==> config.mk <==
export PLATFORM = sky130hd
export DESIGN_NAME = alu_arbiter
export DESIGN_NICKNAME = d
export VERILOG_FILES = /design/src/rtl/alu_arbiter.sv
export SDC_FILE = /design/constraint.sdc
export NUM_CORES = 1
export LEC_CHECK = 0
export CAP_MARGIN = 25
export CORE_AREA = 2 2 160 162
export DETAILED_ROUTE_END_ITERATION = 12
export DIE_AREA = 0 0 162 164
export MAX_ROUTING_LAYER = met4
export PLACE_DENSITY = 0.59
export SLEW_MARGIN = 30
export SYNTH_ARGS = -nofsm -noshare
export SYNTH_HDL_FRONTEND = slang
export SYNTH_SLANG_ARGS = --single-unit
==> constraint.sdc <==
create_clock -name clk -period 1.93 [get_ports clk]
set_input_delay 0.193 -clock clk [delete_from_list [all_inputs] [get_ports clk]]
set_output_delay 0.193 -clock clk [all_outputs]
set_load 0.01 [all_outputs]
==> src/rtl/alu_arbiter.sv <==
// Shares one combinational ALU between two requesters: registers the winner's
// operands, drives the ALU for one cycle, then holds the result until the owner accepts it.
module alu_arbiter #(
    parameter logic FAIR = 1'b1
) (
    input  logic        clk,
    input  logic        rstn,
    input  logic        Req0Valid,
    output logic        Req0Ready,
    input  logic [31:0] Req0OpA,
    input  logic [31:0] Req0OpB,
    input  logic [31:0] Req0ExtImm,
    input  logic [2:0]  Req0ALUFunc,
    input  logic        Req0OpBSrc,
    input  logic        Req1Valid,
    output logic        Req1Ready,
    input  logic [31:0] Req1OpA,
    input  logic [31:0] Req1OpB,
    input  logic [31:0] Req1ExtImm,
    input  logic [2:0]  Req1ALUFunc,
    input  logic        Req1OpBSrc,
    output logic        Resp0Valid,
    input  logic        Resp0Ready,
    output logic [31:0] Resp0Result,
    output logic        Resp0Zero,
    output logic        Resp1Valid,
    input  logic        Resp1Ready,
    output logic [31:0] Resp1Result,
    output logic        Resp1Zero,
    output logic [31:0] AluOpA,
    output logic [31:0] AluOpB,
    output logic [31:0] AluExtImm,
    output logic [2:0]  AluFunc,
    output logic        AluOpBSrc,
    input  logic [31:0] AluResult,
    input  logic        AluZero,
    output logic        Busy,
    output logic [1:0]  state_dbg
);

    // Handshakes: a transfer happens on a rising edge where Valid && Ready are
    // both high; Ready never depends on anything but state, pointer and Valid.
    typedef enum logic [1:0] {
        IDLE = 2'd0,
        EXEC = 2'd1,
        RESP = 2'd2
    } state_t;

    state_t      state, state_nxt;
    logic        ptr, owner, grant, accept, resp_hs;
    logic [31:0] op_a, op_b, ext_imm, res;
    logic [2:0]  func;
    logic        opb_src, zero;

    always_ff @(posedge clk or negedge rstn) begin
        if (!rstn) state <= IDLE;
        else       state <= state_nxt;
    end

    always_comb begin
        state_nxt = state;
        grant     = Req1Valid;
        accept    = 1'b0;
        resp_hs   = 1'b0;
        Req0Ready = 1'b0;
        Req1Ready = 1'b0;
        if (Req0Valid && Req1Valid) grant = FAIR ? ptr : 1'b0;
        case (state)
            IDLE: begin
                Req0Ready = rstn && !grant && Req0Valid;
                Req1Ready = rstn && grant && Req1Valid;
                accept    = Req0Ready || Req1Ready;
                if (accept) state_nxt = EXEC;
            end
            EXEC: state_nxt = RESP;
            RESP: begin
                resp_hs = owner ? Resp1Ready : Resp0Ready;
                if (resp_hs) state_nxt = IDLE;
            end
            default: state_nxt = IDLE;
        endcase
    end

    always_ff @(posedge clk or negedge rstn) begin
        if (!rstn) begin
            ptr     <= 1'b0;
            owner   <= 1'b0;
            op_a    <= '0;
            op_b    <= '0;
            ext_imm <= '0;
            func    <= '0;
            opb_src <= 1'b0;
            res     <= '0;
            zero    <= 1'b0;
        end else begin
            if (accept) begin
                owner   <= grant;
                op_a    <= grant ? Req1OpA     : Req0OpA;
                op_b    <= grant ? Req1OpB     : Req0OpB;
                ext_imm <= grant ? Req1ExtImm  : Req0ExtImm;
                func    <= grant ? Req1ALUFunc : Req0ALUFunc;
                opb_src <= grant ? Req1OpBSrc  : Req0OpBSrc;
            end
            if (state == EXEC) begin
                res  <= AluResult;
                zero <= AluZero;
            end
            // The requester just served loses the next tie.
            if (resp_hs && FAIR) ptr <= ~owner;
        end
    end

    assign Resp0Valid  = (state == RESP) && !owner;
    assign Resp1Valid  = (state == RESP) && owner;
    assign Resp0Result = res;
    assign Resp1Result = res;
    assign Resp0Zero   = zero;
    assign Resp1Zero   = zero;
    assign AluOpA      = op_a;
    assign AluOpB      = op_b;
    assign AluExtImm   = ext_imm;
    assign AluFunc     = func;
    assign AluOpBSrc   = opb_src;
    assign Busy        = (state != IDLE);
    assign state_dbg   = state;

endmodule

# Yosys cells after proc, flatten, opt, wreduce, memory -nomap -nowiden
# Cells that the tools add are included.
# word_totals
reg_bits	137
input_bits	239
output_inout_bits	173
# op_classes
eq_ne	4
muxes	14
bitwise_logic	1
n_reduce_logical	13
# op_table
op	count
$mux W32	3
$logic_and A1 B1 Y1	7
$mux W1	7
$pmux W2 S3	1
$mux W2	2
$ne A2 B2 Y1 const B	2
$mux W3	1
$eq A2 B1 Y1 const B	1
$eq A2 B2 Y1 const B	1
$logic_not A1 Y1	2
$logic_not A2 Y1	1
$reduce_and A2 Y1	1
$reduce_bool A2 Y1	1
$logic_or A1 B1 Y1	1
$not A1 Y1	1

# Longest topological paths before layout
# depth
word_depth	8
ltp_mapped	5
ltp_nobuf	3

# Worst setup path before layout
# No wires, ideal clock.
# synth_timing
kind	register to register
startpoint	register state[1] (netlist: state_dbg[1])
endpoint	register ext_imm[10] (netlist: AluExtImm[10])
t_arrival_ns	1.422
required_ns	1.807
setup_slack_ns	0.385
path_stages_with_launch	6
synth_period_minus_slack_ns	1.545
cell_sequence	dfrtp_1 -> nand4bb_4 -> buf_6 -> clkbuf_2 -> or3_1 -> o221a_2
# synth_between
elab_chain_len	2
# synth_rtl
element	line	text
start, declared	49	state_t state, state_nxt;
start signal, assigned	57	else state <= state_nxt;
$logic_not A2 Y1	68	case (state)
$mux W1	68	
end signal, assigned	100	ext_imm <= grant ? Req1ExtImm : Req0ExtImm;
end, declared	51	logic [31:0] op_a, op_b, ext_imm, res;
# Every way passes these cells.
# A chain may end at the register's enable or synchronous reset.

# Worst setup path after layout
# layout_timing
startpoint	register state[1] (netlist: state_dbg[1])
endpoint	output port Busy
# layout_between
elab_chain_len	1
# layout_rtl
element	line	text
$reduce_bool A2 Y1	124	assign Busy = (state != IDLE);
end, declared	37	output logic Busy,
# Every way passes these cells.

==> results_dict.tcl <==
set metrics [dict create \
    status "complete, no violations" \
    place_congestion 0.803 \
    fillCellCount 2369 \
    crit_fanout 3 \
    report.final.slew_viol_count 0 \
    numPortBuffers 411 \
    cap_violations 0 \
    drt-total-wl_um 23100 \
    crit_path_end_kind "output port" \
    hold_path_class "in2async" \
    clock-root-buffer "clkbuf_16" \
    crit_path_start_kind "flip-flop" \
    yosys_warnings 0 \
    grt_pass1_wl_um 34200 \
    die_w_um 162 \
    relSlewSlack_pct 49.9 \
    worstRegToRegCells 6 \
    mappedNetlistNets 713 \
    worst_pin_slew_ns 0.752 \
    synth-edff-count 0 \
    grt_max_degree 79 \
    fin_tns_setup_ns 0 \
    p_leak_nw 4.22 \
    antenna_found_initial 1 \
    async_flop_share_pct 100 \
    netlist_area_mm2 0.00617 \
    dr.pass1.iters 5 \
    cts_tree "done" \
    synth_cells 474 \
    rsz0062_at_grt "false" \
    drive_gt1_share_pct 22.6 \
    grt_pass1_vias 5784 \
    cts.sinks 137 \
    drt_iter0_markers 322 \
    hold_viol_final 0 \
    cts_buffer_depth 2 \
    vias 5557 \
    setup_violations 0 \
    ys.flop_type "dfrtp_1" \
    pre_cts_slack_ns 0.0407 \
    die_area_mm2 0.0266 \
    synth_cell_types 21 \
    hpwl_um 16800 \
    min_period_over_period_pct 93.5 \
    total_power_w 0.0166 \
    crit_arrival_ns 1.61 \
    fin_nets 1085 \
    initial_utilization_pct 24.9 \
    clk_pin_slew_ns 0.06 \
    clock_skew_ns 0.0138 \
    powerDensity_mw_per_mm2 1490 \
    route.detailed.drc 0 \
    seq_area_frac_synth_pct 55.5 \
    grtUsageTotal_pct 17.3 \
    synth_area_leaders "dfrtp_1 (56%), o221a_2 (18%), or3_1 (10%), mux2_2 (6.0%), buf_4 (4.4%)" \
    worst_slack_ns 0.126 \
    viasPerCell 4.67 \
    avgRoutedWirePerCell_um 19.4 \
    htree_levels 4 \
    min_period_ns 1.80 \
    cts_made_buffers 17 \
    max_freq_ghz 0.554 \
    syn_avg_cell_area_um2 13.0 \
    syn2layout_area_growth_pct 80.5 \
    die_h_um 164 \
    max-vdd-ir-drop_mv 0.599 \
    worstSetupPathType "reg2out" \
    synth_top_area_cell "dfrtp_1" \
    grt_remaining_overflow 0 \
    r2r_slack_ns 0.18 \
    ant_nets 0 \
    cp_data_required_time_ns 1.74 \
    whs_ns 0.170 \
    core_area_mm2 0.0248 \
    clock_latency_ns 0.41 \
    ys_ff_latch 137 \
    ioPinCount 412 \
    synth_top_cell_area_share_pct 55.5 \
    row_count 58 \
]
-- cells by family (layout without fill, tap and decap cells) --
family	count (synthesis)	count (layout)	share of synthesized area [%]
buffers and inverters	86	471	8.13
muxes	33	33	6.02
and+or+nand+nor	111	111	11.3
AOI/OAI and AO/OA	107	107	19.0
other	0	1	0
DFF	137	137	55.5
-- routing by layer --
| layer | vias to the layer above | global-route usage (%) | share of wire [%] |
|---|---|---|---|
| li1 | 2557 | - | - |
| met1 | 2777 | 21.9 | 43 |
| met2 | 208 | 28.2 | 50 |
| met3 | 15 | 3.84 | 5.9 |
| met4 | 0 | 4.55 | 1.3 |
| met5 | - | - | 0 |
-- cell usage in the layout, fill, tap and decap left out, drive strengths merged --
master         count
clkinv             4
or3              100
o2111ai            1
bufinv             2
nand2              2
nand2b             2
clkbuf            19
clkdlybuf4s50    406
mux2              33
o211a              1
and3               1
nand4bb            1
o221a            100
buf               23
dlygate4sd3        1
dlymetal6s2s       1
dfrtp            137
a21oi              1
diode              1
inv                9
and2               1
a31oi              1
nor2               4
o21ai              3
dlygate4sd2        3
clkinvlp           3
-- what timing repair did --
item                       CTS  global route
hold endpoints to repair    82             0
buffers inserted             2             0
setup endpoints to repair    4             1
gates resized for setup      7             1
hold buffers                 1             0
pin swaps                    1             0
-- area by class of cell --
class | count | area [um^2] | area share, %
inverter | 5 | 18.8 | 0.168
timing repair buffer | 434 | 4410 | 39.6
clock buffer | 19 | 443 | 3.98
clock inverter | 13 | 141 | 1.27
sequential | 137 | 3430 | 30.8
multi-input combinational | 251 | 2280 | 20.5
tap | 330 | 413 | 3.71
antenna | 1 | 2.50 | 0.0225
-- critical path, cell delays in order (launching register included) --
cell	delay [ns]
dfrtp_1	0.38
buf_4	0.15
nor2_4	0.13
inv_1	0.05
clkdlybuf4s50_1	0.49
-- worst paths after layout --
check                                                    to                   startpoint
worst max register to register       AluOpA[27]$_DFFE_PN0P_     state_dbg[1]$_DFFE_PN0P_
max in group asynchronous            AluFunc[1]$_DFFE_PN0P_                         rstn
worst max-delay path                                   Busy     state_dbg[1]$_DFFE_PN0P_
min in group clk                 Resp0Result[5]$_DFFE_PN0N_                 AluResult[5]
worst min-delay path               state_dbg[0]$_DFFE_PN0P_                         rstn
worst min register to register  Resp0Result[29]$_DFFE_PN0N_  Resp0Result[29]$_DFFE_PN0N_
-- per-stage QoR --
stage / instance area [um^2] / std cells / utilization [%]
3_3_place_gp: 10500 / 1154 / 42.4
5_1_grt: 11100 / 1190 / 44.9
3_5_place_dp: 10500 / 1154 / 42.4
2_1_floorplan: 6170 / 474 / -
4_1_cts: 11100 / 1189 / 44.9
6_report: 11100 / 1190 / 44.9
-- where the power goes --
group	leakage, nW	switching [W]	internal, W
clock	0.281	0.00134	0.00195
combinational	2.42	0.00301	0.00502
sequential	1.52	0.000982	0.00427
total	4.22	0.00533	0.0112
-- registers in the layout, indices dropped and copies added, names as in the netlist --
signal and flops:
AluExtImm 32, owner 1, AluFunc 3, Resp0Zero 1, AluOpA 32, AluOpB 32, Resp0Result 32, AluOpBSrc 1
ptr 1, state_dbg 2
-- Yosys cell counts, drive strengths merged (2+ instances only) --
library cell,count
buf,58
inv,5
nor2,4
mux2,33
nand2,2
or3,100
clkbuf,23
o221a,100
o21ai,3
dfrtp,137
nand2b,2
Note: power is estimated with default switching activity, not from simulation.
